`src/rtl/imem_loader.sv`:
```
// Boot-time loader: receives a framed byte stream (length, payload, checksum),
// writes little-endian 32-bit words into instruction memory and releases the
// core from reset once a frame has loaded cleanly.
module imem_loader #(
  parameter int unsigned noal = 8
) (
  input  logic        clk,
  input  logic        reset,
  input  logic [7:0]  in_data,
  input  logic        in_valid,
  output logic        in_ready,
  input  logic        load_req,
  output logic        imem_we,
  output logic [31:0] imem_waddr,
  output logic [31:0] imem_wdata,
  output logic        cpu_reset,
  output logic        done,
  output logic        error
);

  localparam int unsigned LEN_W  = 16;
  localparam logic [LEN_W-1:0] LEN_MAX = LEN_W'(noal);

  typedef enum logic [2:0] {
    LEN_LO, LEN_HI, DATA, CSUM, DONE, ERR
  } state_t;

  state_t           state_q, state_n;
  logic [LEN_W-1:0] len_q, len_n;
  logic [LEN_W-1:0] word_idx_q, word_idx_n;
  logic [1:0]       byte_cnt_q, byte_cnt_n;
  logic [7:0]       xor_q, xor_n;
  logic [23:0]      buf_q, buf_n;
  logic             we_n;
  logic [31:0]      waddr_n, wdata_n;
  logic             cpu_reset_n, done_n, error_n;
  logic             accept;
  logic [LEN_W-1:0] len_full;

  // Ready whenever the frame parser is active; never during reset
  always_comb begin
    in_ready = 1'b0;
    if (!reset) begin
      in_ready = (state_q == LEN_LO) || (state_q == LEN_HI) ||
                 (state_q == DATA)   || (state_q == CSUM);
    end
  end

  assign accept   = in_valid && in_ready;
  assign len_full = {in_data, len_q[7:0]};

  // Next-state and next-output logic
  always_comb begin
    state_n    = state_q;
    len_n      = len_q;
    word_idx_n = word_idx_q;
    byte_cnt_n = byte_cnt_q;
    xor_n      = xor_q;
    buf_n      = buf_q;
    we_n       = 1'b0;
    waddr_n    = imem_waddr;
    wdata_n    = imem_wdata;

    case (state_q)
      LEN_LO: begin
        if (accept) begin
          len_n[7:0] = in_data;
          state_n    = LEN_HI;
        end
      end
      LEN_HI: begin
        if (accept) begin
          len_n = len_full;
          if (len_full > LEN_MAX) begin
            state_n = ERR;
          end else if (len_full == '0) begin
            state_n = CSUM;
          end else begin
            state_n = DATA;
          end
        end
      end
      DATA: begin
        if (accept) begin
          xor_n      = xor_q ^ in_data;
          byte_cnt_n = byte_cnt_q + 2'd1;
          case (byte_cnt_q)
            2'd0: buf_n[7:0]   = in_data;
            2'd1: buf_n[15:8]  = in_data;
            2'd2: buf_n[23:16] = in_data;
            default: begin
              we_n    = 1'b1;
              wdata_n = {in_data, buf_q};
              waddr_n = 32'({word_idx_q, 2'b00});
              if (word_idx_q == len_q - LEN_W'(1)) begin
                state_n = CSUM;
              end else begin
                word_idx_n = word_idx_q + LEN_W'(1);
              end
            end
          endcase
        end
      end
      CSUM: begin
        if (accept) begin
          state_n = (in_data == xor_q) ? DONE : ERR;
        end
      end
      DONE, ERR: begin
        if (load_req) begin
          state_n    = LEN_LO;
          len_n      = '0;
          word_idx_n = '0;
          byte_cnt_n = '0;
          xor_n      = '0;
        end
      end
      default: state_n = LEN_LO;
    endcase

    cpu_reset_n = (state_n != DONE);
    done_n      = (state_n == DONE);
    error_n     = (state_n == ERR);
  end

  // State and registered outputs
  always_ff @(posedge clk) begin
    if (reset) begin
      state_q    <= LEN_LO;
      len_q      <= '0;
      word_idx_q <= '0;
      byte_cnt_q <= '0;
      xor_q      <= '0;
      buf_q      <= '0;
      imem_we    <= 1'b0;
      imem_waddr <= '0;
      imem_wdata <= '0;
      cpu_reset  <= 1'b1;
      done       <= 1'b0;
      error      <= 1'b0;
    end else begin
      state_q    <= state_n;
      len_q      <= len_n;
      word_idx_q <= word_idx_n;
      byte_cnt_q <= byte_cnt_n;
      xor_q      <= xor_n;
      buf_q      <= buf_n;
      imem_we    <= we_n;
      imem_waddr <= waddr_n;
      imem_wdata <= wdata_n;
      cpu_reset  <= cpu_reset_n;
      done       <= done_n;
      error      <= error_n;
    end
  end

endmodule

```
`config.mk`:
```
export PLATFORM = sky130hd
export DESIGN_NAME = imem_loader
export DESIGN_NICKNAME = d
export VERILOG_FILES = /design/src/rtl/imem_loader.sv
export SDC_FILE = /design/constraint.sdc
export NUM_CORES = 1
export LEC_CHECK = 0
export CORE_MARGIN = 3
export CORE_UTILIZATION = 55
export CTS_CLUSTER_DIAMETER = 100
export DETAILED_ROUTE_END_ITERATION = 7
export HOLD_SLACK_MARGIN = 0.15
export PLACE_DENSITY = 0.81
export SYNTH_ARGS = -nofsm -noshare
export SYNTH_HDL_FRONTEND = slang
export SYNTH_SLANG_ARGS = --single-unit
export TNS_END_PERCENT = 20
```
`constraint.sdc`:
```
create_clock -name clk -period 8.2 [get_ports clk]
set_clock_uncertainty 0.1 [all_clocks]
set_input_delay 1.23 -clock clk [delete_from_list [all_inputs] [get_ports clk]]
set_output_delay 1.23 -clock clk [all_outputs]
set_load 0.02 [all_outputs]
```
==> impl_summary.md <==
Outcome
The flow ran to the end, and the final reports show no timing, DRC or antenna violations.

Clock network
In this run, post-CTS hold repair placed 0 buffers. The buffer levels on the longest clock path is 2. The tree built by TritonCTS fans out to approximately 120 sinks. The clock-pin slew reported for the worst setup and hold paths after clock tree synthesis is 0.06 ns. The TritonCTS clock tree is done. In this run the clock root is driven by a clkbuf_8.

For the worst-skew pair, the clock arrives at the later sink with an insertion delay of 0.53 ns. The number of setup buffers added after CTS is 0. The number of buffers added by the clock tree synthesis step is 17. CTS built an H-tree with a depth of 4. Once the clock tree was built, the resizer swapped 0 gates to a different size.

Logic synthesis
The synthesized design contains 0 enable-type register cells. The main combinational cell family by area after synthesis is simple AND/OR/NAND/NOR gates. The share of synthesized flip-flops with an asynchronous set or reset is 0. The multiplexer share of the synthesized area is 0.00379. By area the synthesized netlist is led by dfxtp_1, nand2_1, a21oi_1.

The cell taking the most area after synthesis is dfxtp_1. Of the total synthesized cell area, the portion taken by full adders, half adders and majority gates is 0.0134. Yosys printed 0 warnings. The synthesized-area fraction occupied by ao, oa, aoi and oai cells is 0.182. The most used flip-flop cell after synthesis is dfxtp_1. The synthesized netlist occupies a cell area of 5610 um2. The synthesized design contains approximately 120 register bits. Of the total synthesized cell area, the portion taken by XOR and XNOR cells is 0.0406. The share of the Yosys chip area taken by registers is 0.432. Of the total synthesized cell area, the portion taken by AND, OR, NAND and NOR gates is 0.257. In the synthesized netlist, the number of instances is 724.

Of the post-synthesis cell area, the dominant cell type holds 0.432. The synthesized area divided by synthesized cell count is 7.75 um2. In this run, distinct cell masters in the synthesized netlist total 56.

Floorplanning
The core outline area is between 9000 and 10000 um2. The initialized floorplan defines 36 standard-cell rows. The starting utilization of the core area is 0.569. Measured along the x axis, the die boundary spans 107 um. 81 I/O pins were placed.

The area enclosed by the die boundary is 11500 um2. The die is between 100 and 150 um tall.

Route
The DRC marker count from the first detailed-route iteration is 380. In the routed layout, each cell is associated on average with a via count of between 5 and 6. The final wirelength is ~14 mm. The routed wirelength normalized by instance count is 15.5 um. The DRC violation count after routing is 0. The post-route antenna net violation count is 0. The first TritonRoute pass finished after 5 iterations. The vias after detailed routing is 5082.

Worst setup path
The worst setup path is launched from an input pin. The signal on the critical path passes through clkdlybuf4s50_1 > nand2b_1 > nor2_2 > buf_4 > nand2_2 > inv_2 > o21ai_1 > or3_1 > a21oi_1. In this design, the stage delay of the slowest critical-path cell is 0.64 ns.

The worst flop-to-flop path endpoint is word_idx_q[15]. The nature of the critical path endpoint is a flop. The required time at the endpoint of the critical path is 8.55 ns. For the worst setup path, the data arrival time is 4.23 ns. In this run the critical register-to-register path is launched from len_q[0]. Of all nets on the critical path, the largest fanout is 54. The library cell contributing the largest single delay on the critical path is inv_2. For the worst flop-to-flop path, the logic depth is 9. The internal reg-to-reg setup slack is 4.61 ns. The kind of critical path is in -> reg.

Pwr
The fraction of power consumed by the clock network is 0.509. The switching portion of total power is 0.243. The net switching component of the power is 339 uW. In this run the power density over the cells is approximately 210 nW/um2. The sequential share of power is 0.429.

The design internal power is 1050 uW. The analysis attributes to cell leakage a power of 0.00224 uW. IR analysis of the VDD net gives a maximum drop of 185 uV. The share of total power in combinational logic is 0.062.

STA
The final setup violation count is 0. For the pin with the worst max-slew slack, the measured transition is 1.35 ns. The final period utilization is 0.473. The number of hold violations in the final report is 0. Measured against its own limit, the worst slew margin works out to 0.0970. The final worst setup slack is approximately 4.3 ns. The number of pins with negative max-slew slack in the final report is 0. The maximum frequency from static timing analysis is about 0.26 GHz. Setup repair after global routing left no endpoint under its margin.

The setup TNS is 0 ns. The clock period minus worst slack is 3.88 ns.

Layout
The most common cell after layout, fill and taps aside is nand2_1. The number of fill cells is 789. The finished layout holds 896 standard cells, fillers aside.

The area growth from synthesis to layout is 19.5%. In the layout the commonest cells are nand2_1, dfxtp_1, a21oi_1. The total inserted antenna cells is 0.

The final layout contains 769 nets. Of the cells placed in the final design, the portion with a size suffix greater than 1 is 0.0642.

GRT
The via count of the first global-routing pass is 4790. The global-route total usage across every layer is 0.248. The largest net degree at the start of global routing is 80. The total overflow left after global routing is 0. The initial antenna violation count is 0.

The wire length of the first global-routing pass is 22.8 mm.

Placed design
At the placement stage, the worst setup path has a slack of 3.80 ns. Routability-driven placement finished with a final weighted congestion of ~0.85. During placement, the flow inserted port buffers numbering 64. Detailed placement ended at an HPWL of 9.29 mm.

The placed instance count is 865.

Min path
The type of the most critical hold path is reg -> reg. The worst hold path depth is 2. The path with the worst hold slack has its endpoint at imem_wdata[10]. The beginning of the worst hold path is buf_q[10].

Flow run
Max-cap violations in this run came to 0.
## cell families after synthesis
family | after synthesis
xor+xnor | 26
simple gates | 306
fa+ha+maj | 6
mux | 2
flops | 121
other cells | 1
buf+inv | 85
compound gates | 177
## critical path, delay by kind of cell
family / cells / cell delay [ns]
and+or+nand+nor: 4 / 0.83
AOI/OAI and AO/OA: 2 / 0.67
buffers and inverters: 3 / 1.45
## layout make-up
cell class	instances	area, um2	area share
inverter	11	41.3	0.00616
tap	133	166	0.0248
multi-input combinational	533	2850	0.425
timing repair buffer	67	661	0.0985
clock buffer	17	414	0.0618
sequential	121	2420	0.361
clock inverter	14	149	0.0222
## cells in the mapped netlist, drive strengths merged, types with 2 or more instances
cell / number
nand2: 138
dfxtp: 121
a21oi: 96
nor2: 53
clkbuf: 47
nand3: 35
o21ai: 35
buf: 27
a22oi: 17
xnor2: 17
nor2b: 14
nand3b: 12
inv: 11
xor2: 9
and3: 8
nand2b: 8
nor3: 8
or4: 7
a31oi: 6
ha: 6
nor4: 6
o41ai: 4
or3: 4
and2: 3
nor3b: 3
o31ai: 3
or2: 3
a21o: 2
nand4: 2
o211ai: 2
o21bai: 2
## registers in the layout, indices dropped and copies added (netlist names)
| register | cells |
|---|---|
| done | 1 |
| imem_we | 1 |
| cpu_reset | 1 |
| len_q | 16 |
| state_q | 3 |
| byte_cnt_q | 2 |
| xor_q | 8 |
| word_idx_q | 16 |
| imem_wdata | 32 |
| error | 1 |
| buf_q | 24 |
| imem_waddr | 16 |
## routing by layer
| layer | routed length [um] | vias up | GRT usage |
|---|---|---|---|
| li1 | - | 2492 | - |
| met1 | 5890 | 2389 | 0.296 |
| met2 | 7040 | 169 | 0.429 |
| met3 | 654 | 32 | 0.0572 |
| met4 | 298 | 0 | 0.0995 |
| met5 | 0 | - | 0 |
## stage by stage
| stage | util | cell area [um2] | hold slack (ns) | total power [uW] |
|---|---|---|---|---|
| floorplan | - | 5670 | 0.332 | 682 |
| global placement | 0.623 | 6140 | 0.342 | 693 |
| CTS | 0.680 | 6710 | 0.355 | 1400 |
| detailed placement | 0.623 | 6140 | 0.345 | 696 |
| finish | 0.680 | 6710 | 0.352 | 1390 |
| global route | 0.680 | 6710 | 0.367 | 1440 |
## power groups by stage
stage | Combinational, uW | Sequential (uW) | Clock [uW]
after floorplan | 75.6 | 607 | 0
after global placement | 83.4 | 610 | 0
after detailed placement | 85.6 | 610 | 0
after CTS | 86.2 | 597 | 717
after global routing | 94.6 | 598 | 743
final | 86.4 | 597 | 709
## worst max path at each step
stage	to	slack, ns	from	depth (start not counted)
after global placement	word_idx_q[15]	3.87	in_valid	9
after CTS	word_idx_q[15]	4.31	in_valid	9
after detailed placement	word_idx_q[15]	3.80	in_valid	9
after floorplan	in_ready	4.61	reset	4
final	word_idx_q[15]	4.32	in_valid	9
after global routing	word_idx_q[15]	3.99	in_valid	9
(Power assumes the default switching activity.)
